==> config.mk <==
export PLATFORM = sky130hd
export DESIGN_NAME = four_bit_accumulator
export DESIGN_NICKNAME = d
export VERILOG_FILES = /design/src/rtl/four_bit_accumulator_pkg.sv /design/src/rtl/four_bit_adder.sv /design/src/rtl/four_bit_accumulator.sv
export SDC_FILE = /design/constraint.sdc
export NUM_CORES = 1
export LEC_CHECK = 0
export CAP_MARGIN = 20
export CORE_MARGIN = 5
export CORE_UTILIZATION = 50
export CTS_CLUSTER_DIAMETER = 200
export CTS_CLUSTER_SIZE = 24
export DETAILED_ROUTE_END_ITERATION = 16
export PLACE_DENSITY = 0.8
export REMOVE_ABC_BUFFERS = 1
export SLEW_MARGIN = 0
export SYNTH_ARGS = -nofsm -noshare
export SYNTH_HDL_FRONTEND = slang
export SYNTH_SLANG_ARGS = --single-unit
==> constraint.sdc <==
create_clock -name clk -period 3.7 [get_ports clk]
set_input_delay 0.74 -clock clk [delete_from_list [all_inputs] [get_ports clk]]
set_output_delay 0.74 -clock clk [all_outputs]
set_load 0.02 [all_outputs]
==> src/rtl/four_bit_accumulator_pkg.sv <==
// Shared types and widths for the 4-bit accumulator and its ripple adder.
package four_bit_accumulator_pkg;

  localparam int unsigned OPND_W = 4;
  localparam int unsigned CNT_W  = 4;

  typedef enum logic [1:0] {
    ST_IDLE  = 2'd0,
    ST_ACCUM = 2'd1,
    ST_DONE  = 2'd2
  } state_t;

  typedef struct packed {
    logic [OPND_W-1:0] sum;
    logic              carry;
    logic              ovf;
  } result_t;

endpackage

==> src/rtl/four_bit_adder.sv <==
// Purely combinational 4-bit ripple-carry adder, carry-in tied to 0.
module four_bit_adder (
  input  logic a0,
  input  logic a1,
  input  logic a2,
  input  logic a3,
  input  logic b0,
  input  logic b1,
  input  logic b2,
  input  logic b3,
  output logic s0,
  output logic s1,
  output logic s2,
  output logic s3,
  output logic c3
);

  logic c0;
  logic c1;
  logic c2;

  assign s0 = a0 ^ b0;
  assign c0 = a0 & b0;
  assign s1 = a1 ^ b1 ^ c0;
  assign c1 = (a1 & b1) | (c0 & (a1 ^ b1));
  assign s2 = a2 ^ b2 ^ c1;
  assign c2 = (a2 & b2) | (c1 & (a2 ^ b2));
  assign s3 = a3 ^ b3 ^ c2;
  assign c3 = (a3 & b3) | (c2 & (a3 ^ b3));

endmodule

==> src/rtl/four_bit_accumulator.sv <==
// Batch accumulator: sums NUM_OPS 4-bit operands through the ripple adder,
// reporting the wrapped sum, the final carry and a sticky overflow.
module four_bit_accumulator #(
  parameter int unsigned NUM_OPS = 4
) (
  input  logic       clk,
  input  logic       rst_n,
  input  logic       start,
  input  logic       in_valid,
  input  logic [3:0] in_data,
  output logic       in_ready,
  output logic       out_valid,
  input  logic       out_ready,
  output logic [3:0] out_sum,
  output logic       out_carry,
  output logic       out_ovf,
  output logic       busy
);

  import four_bit_accumulator_pkg::*;

  state_t            state;
  state_t            state_nx;
  result_t           res;
  result_t           res_nx;
  logic [CNT_W-1:0]  cnt;
  logic [CNT_W-1:0]  cnt_nx;
  logic [OPND_W-1:0] add_sum;
  logic              add_c;

  four_bit_adder u_adder (
    .a0 (res.sum[0]),
    .a1 (res.sum[1]),
    .a2 (res.sum[2]),
    .a3 (res.sum[3]),
    .b0 (in_data[0]),
    .b1 (in_data[1]),
    .b2 (in_data[2]),
    .b3 (in_data[3]),
    .s0 (add_sum[0]),
    .s1 (add_sum[1]),
    .s2 (add_sum[2]),
    .s3 (add_sum[3]),
    .c3 (add_c)
  );

  // Next-state and datapath update
  always_comb begin
    state_nx = state;
    res_nx   = res;
    cnt_nx   = cnt;
    case (state)
      ST_IDLE: begin
        if (start) begin
          state_nx = ST_ACCUM;
          res_nx   = '0;
          cnt_nx   = '0;
        end
      end
      ST_ACCUM: begin
        if (in_valid && in_ready) begin
          res_nx.sum   = add_sum;
          res_nx.carry = add_c;
          res_nx.ovf   = res.ovf | add_c;
          cnt_nx       = cnt + CNT_W'(1);
          if (cnt == CNT_W'(NUM_OPS - 1)) begin
            state_nx = ST_DONE;
          end
        end
      end
      ST_DONE: begin
        if (out_ready) begin
          state_nx = ST_IDLE;
        end
      end
      default: state_nx = ST_IDLE;
    endcase
  end

  // Handshake flags are registered from the next state so they track it exactly
  always_ff @(posedge clk) begin
    if (!rst_n) begin
      state     <= ST_IDLE;
      res       <= '0;
      cnt       <= '0;
      in_ready  <= 1'b0;
      out_valid <= 1'b0;
      busy      <= 1'b0;
    end else begin
      state     <= state_nx;
      res       <= res_nx;
      cnt       <= cnt_nx;
      in_ready  <= (state_nx == ST_ACCUM);
      out_valid <= (state_nx == ST_DONE);
      busy      <= (state_nx == ST_ACCUM) || (state_nx == ST_DONE);
    end
  end

  assign out_sum   = res.sum;
  assign out_carry = res.carry;
  assign out_ovf   = res.ovf;

endmodule

After elaboration in Yosys (flattened, before gate mapping). Index checks and enable logic that the tools add are counted.

RAM bits: 0. Bits in latches: 0. Memory bits (read-only): 0. Register bits after elaboration: 15. Memories kept: 0. Input bits: 9. Output and inout bits: 9.

Magnitude comparators: 0. Equal/unequal tests: 7. Mux-type cells: 11. Add/sub/neg operators: 1. Bitwise gates (word level): 18. Reductions and logical operators: 5. Div/mod/pow operators: 0. Multiply operators: 0. Shifts and indexed selects: 0.

Operators by type and width (count): 6-bit 2-to-1 mux (2); 6-bit case mux with 2 select lines (1); 2-bit 2-to-1 mux (4); 4-bit 2-to-1 mux (2); 4-bit case mux with 2 select lines (1); 1-bit AND (7); 1-bit XOR (7); 2-bit case mux with 3 select lines (1); 4-bit by 1-bit adder with 4-bit output (second input constant) (1); 2-bit by 1-bit == test with 1-bit output (second input constant) (2); 2-bit == test (second input constant) (2); 4-bit by 2-bit == test with 1-bit output (second input constant) (1); 2-bit != test (second input constant) (2); 1-bit OR (4); 3-bit AND reduction (1); 2-bit logical NOT (1); 2-bit nonzero test (1); 1-bit logical AND (1); 1-bit logical OR (1).

Logic depth before layout (Yosys ltp).
Word-level depth: 10. Mapped depth: 7. Depth with buffers taken out: 7.

Hierarchy. Synthesis repeated with hierarchy kept, for this count alone.

Cell total of the unflattened synthesis: 80. Area total of the unflattened synthesis: 797.0 um^2.

By module, submodules not included: four_bit_accumulator (cells an instance 66, area an instance 686.9 um^2, instances 1); four_bit_adder (cells an instance 14, area an instance 110.1 um^2, instances 1).

Worst setup path before layout. No wires, ideal clock.

Path kind: input -> register. Start: input port in_data[0]. End: register res (netlist bit out_sum[3]). Cell stages on the path: 6. Required time: 3608 ps. Slack: 1404 ps. Arrival time: 2204 ps. Buffers on the path: 0. Path through: ha_1 > fa_1 > fa_1 > inv_1 > fa_1 > o32ai_1.

Cells in the longest elaborated chain, start to end: 8.

Ends and longest elaborated chain: from (decl) (RTL line four_bit_accumulator.sv:10) `input logic [3:0] in_data,`; 1-bit AND (RTL line four_bit_adder.sv:23) `assign c0 = a0 & b0;`; 1-bit AND (RTL line four_bit_adder.sv:25) `assign c1 = (a1 & b1) | (c0 & (a1 ^ b1));`; 1-bit OR (RTL line four_bit_adder.sv:25); 1-bit AND (RTL line four_bit_adder.sv:27) `assign c2 = (a2 & b2) | (c1 & (a2 ^ b2));`; 1-bit OR (RTL line four_bit_adder.sv:27); 1-bit XOR (RTL line four_bit_adder.sv:28) `assign s3 = a3 ^ b3 ^ c2;`; 6-bit 2-to-1 mux (RTL line four_bit_accumulator.sv:61) `if (in_valid && in_ready) begin`; 6-bit case mux with 2 select lines (RTL line four_bit_accumulator.sv:52) `case (state)`; to (signal assigned) (RTL line four_bit_accumulator.sv:91) `res <= res_nx;`; to (decl) (RTL line four_bit_accumulator.sv:24) `result_t res;`.

No other way between the ends. The select of a mux whose other input is x is not followed. A chain may end at the register's enable or synchronous reset.

Worst setup path in the final report. Ends and elaborated chain as after synthesis.

==> impl.org <==
** Outcome
- Result of the run :: complete, no violations

** Detailed routing
- Using the TritonRoute via totals, the vias-per-cell ratio works out to 5.50.
- Final wirelength :: 1.38 mm
- In the routed design, unresolved DRC markers number 0.
- Before antenna repair, the detailed router went through 4 iterations.
- In the final routed layout, each cell accounts on average for 13.4 um.
- In this run, the number of DRC markers left after iteration 0 of detailed routing was 9.
- In this run the remaining antenna-violating nets after routing total 0.
- Detailed routing inserted a total of 567 vias.

** Pwr
- For this design the static power due to leakage is 0.348 nW.
- Maximum vdd ir drop :: 262 uV
- Total power density per cell area :: 320 nW/um2

** Global routing
- Global Route Usage Sum :: 12.5%
- In this run the most used layer during global routing was met2.
- Global routing used 15.6% of the available met1 tracks.
- Wire length of the first global-routing pass :: 2.39 mm
- Entering global routing, the biggest net connects 15 pins.
- Fraction of met3 tracks used by global routing :: 3.36%
- Number of global-route vias before repair :: 566
- Number of antenna violations at the first check in global routing :: 0
- Global routing finished with a remaining overflow of 0.
- For this run, global-route usage on met2 was measured as 20.2%.

** Timing
- For the pin with the worst max-slew slack, the measured transition is 498 ps.
- Fin Setup TNS :: 0 ps
- Post-layout min period :: 2600 ps
- Worst-case headroom to the max-slew limit :: 66.6%
- After layout, the worst path uses 70.3% of the clock period.
- Clock skew on the completed layout was measured at 2.24 ps.
- Final setup viols :: 0
- Fin Hold WS :: 463 ps
- Maximum clock frequency :: 0.384 GHz
- Setup repair after global routing left no endpoint under its margin.
- The final hold violation count is 0.
- The final number of max-transition violations was 0.
- Setup slack on the critical path of the routed design comes to 1100 ps.

** Worst setup path
- Worst flop-to-flop path startpoint :: out_sum[0]
- In this run the worst path has a maximum fanout of 1.
- STA classifies the critical path startpoint as a primary input.
- In this run the critical register-to-register path is captured at out_sum[3].
- Endpoint type of the worst setup path :: flip-flop
- By startpoint and endpoint, the worst setup path is classified as in2reg.
- Worst R2R Path Depth :: 6
- Worst path required time :: 3880 ps
- Flop-to-flop setup slack :: 1660 ps
- Data on the critical path arrives at its endpoint at 2780 ps.

** Place
- Buffers placed on the I/O ports in this run total 17.
- Including well taps, the total number of placed cells is 99.
- Post-detail-place hpwl :: 1.08 mm
- Setup WS pre-CTS :: 805 ps
- At the end of routability-driven placement, the weighted congestion stood at 0.667.

** Logic synthesis
- The synthesized design spends more area on one cell type than any other, namely sky130_fd_sc_hd__dfxtp_1.
- Dominant cells by area after synthesis :: sky130_fd_sc_hd__dfxtp_1 (40%), sky130_fd_sc_hd__fa_1 (8.0%), sky130_fd_sc_hd__ha_1 (6.6%)
- Sequential elements use 39.9% of the synthesized area.
- For this run, the leading register cell type out of synthesis is sky130_fd_sc_hd__dfxtp_1.
- The synthesized design contains 0 enable-type register cells.
- Synthesized netlist cell count :: 73
- Unique masters post-synth :: 30
- Summed instance area of the synthesized netlist :: 753 um2
- Mapped Avg Cell Area :: 10.3 um2
- Async S/R FF share, synth :: 0%
- In the post-synthesis netlist, the cell with the most instances is sky130_fd_sc_hd__dfxtp_1.
- Yosys printed 0 warnings.
- The commonest cells after synthesis are sky130_fd_sc_hd__dfxtp_1 (15), sky130_fd_sc_hd__inv_1 (6).
- Portion of synthesized cell area occupied by the leading cell type :: 39.9%
- Synth Register Bits :: 15

** Worst hold path
- Hold Crit Endpoint :: out_carry
- The worst hold path begins at out_carry.
- Number of stages on the worst hold path :: 2
- In this run the worst hold path is classified as reg2reg.

** Clock network
- Hold_buf cts :: 0
- Maximum level of the CTS H-tree :: 1
- Counting every sink on the clock net gives 15.
- Root Driver :: sky130_fd_sc_hd__clkbuf_4
- In this run, CTS created clock tree buffers numbering 3.
- The number of gates resized after CTS was 0.
- Worst-skew pair later-pin latency :: 280 ps
- Total setup buffers inserted after CTS :: 0
- TritonCTS built the clock tree.
- No sink is reached through more buffers than the 2 on the longest clock path.
- Clock-pin transition on the worst setup and hold timing paths :: 90 ps

** Layout
- After the flow finishes, the layout carries non-filler instances totaling 103.
- Number of fill cells :: 128
- Antenna diode instance count :: 0
- Area growth from synthesis to final layout :: 22.4%
- The post-route netlist has 9.20% of its cells at a drive strength greater than 1.
- In the final design database the tool counted 104 nets.

** Floorplan
- For this configuration, the core starts out at a cell density of 51.2%.
- Die Y-Extent :: 48.8 um
- In this run the standard cell core region covers 1470 um2.
- Row generation in the floorplan step produced 14 rows.
- Area of the die :: 2380 um2
- For this design the top-level I/O count stands at 18.
- Die extent in x :: 48.8 um

** Run
- Count of maximum capacitance violations :: 0
state kept, by name (all words and copies together) (netlist names):
register,count
busy,1
cnt,4
in_ready,1
out_carry,1
out_ovf,1
out_sum,4
out_valid,1
state,2
worst max-delay path by stage:
stage / startpoint / endpoint / slack, ps / depth (start not counted)
finish: in_data[0] / out_sum[3] / 1100 / 7
global route: in_data[0] / out_sum[3] / 1020 / 7
CTS: in_data[0] / out_sum[3] / 1080 / 7
detailed placement: in_data[0] / out_sum[3] / 800 / 7
global placement: in_data[0] / out_sum[3] / 940 / 7
floorplan: in_data[0] / out_sum[3] / 1400 / 6
stage by stage:
stage	utilization (%)	instance area [um2]	total power [W]
after floorplan	-	704	0.000187
after global placement	60.8	895	0.000205
after detailed placement	60.8	895	0.000206
after CTS	62.7	922	0.000298
after global routing	62.7	922	0.000309
final	62.7	922	0.000295
cell families after synthesis:
kind of cell / count (synthesis) / share of synthesized area, %
buffers and inverters: 13 / 9.47
AO/OA/AOI/OAI: 18 / 19.4
adder cells (fa/ha/maj): 7 / 14.6
AND/OR/NAND/NOR: 20 / 16.6
flip-flops: 15 / 39.9
power by group:
group          switching (W)  internal, W
clock              0.0000525    0.0000401
sequential        0.00000245     0.000165
combinational      0.0000168    0.0000182
total              0.0000717     0.000223
worst max-delay path, cell delays in order:
cell and delay [ps]:
sky130_fd_sc_hd__clkdlybuf4s50_1 420, sky130_fd_sc_hd__ha_1 210, sky130_fd_sc_hd__fa_1 380, sky130_fd_sc_hd__fa_1 390, sky130_fd_sc_hd__inv_1 80, sky130_fd_sc_hd__fa_1 420, sky130_fd_sc_hd__o32ai_1 150
area by class of cell:
cell class	instances	area [um2]	area share (%)
Clock buffer	3	22.5	2.44
Clock inverter	1	5.00	0.543
Sequential cell	15	300	32.6
Multi-Input combinational cell	45	382	41.4
Tap cell	16	20.0	2.17
Inverter	6	22.5	2.44
Timing Repair Buffer	17	170	18.5
metal layers:
metal	wire length (um)	share of wire (%)	vias up
met5	0	0	-
met4	19	1.4	0
met3	66	4.8	4
met2	638	46	15
met1	652	47	263
li1	-	-	285
cell usage in the layout (no fill, tap or decap), drive strengths merged:
master / Yosys / layout
ha: 4 / 4
or3b: 1 / 1
o21ba: 1 / 1
and2: 4 / 4
nor3: 1 / 1
clkbuf: 2 / 3
inv: 6 / 6
nand3: 2 / 2
fa: 3 / 3
clkinv: 0 / 1
nand2b: 3 / 3
o21ai: 1 / 1
nand4bb: 1 / 1
o31a: 1 / 1
a21oi: 3 / 3
dfxtp: 15 / 15
nor2: 2 / 2
a32o: 4 / 4
o211ai: 1 / 1
o41ai: 1 / 1
or4b: 1 / 1
o221ai: 1 / 1
a21o: 1 / 1
clkdlybuf4s50: 0 / 17
or3: 2 / 2
o22ai: 2 / 2
nand2: 3 / 3
a31oi: 1 / 1
o32ai: 1 / 1
Note: power is estimated with default switching activity, not from simulation.
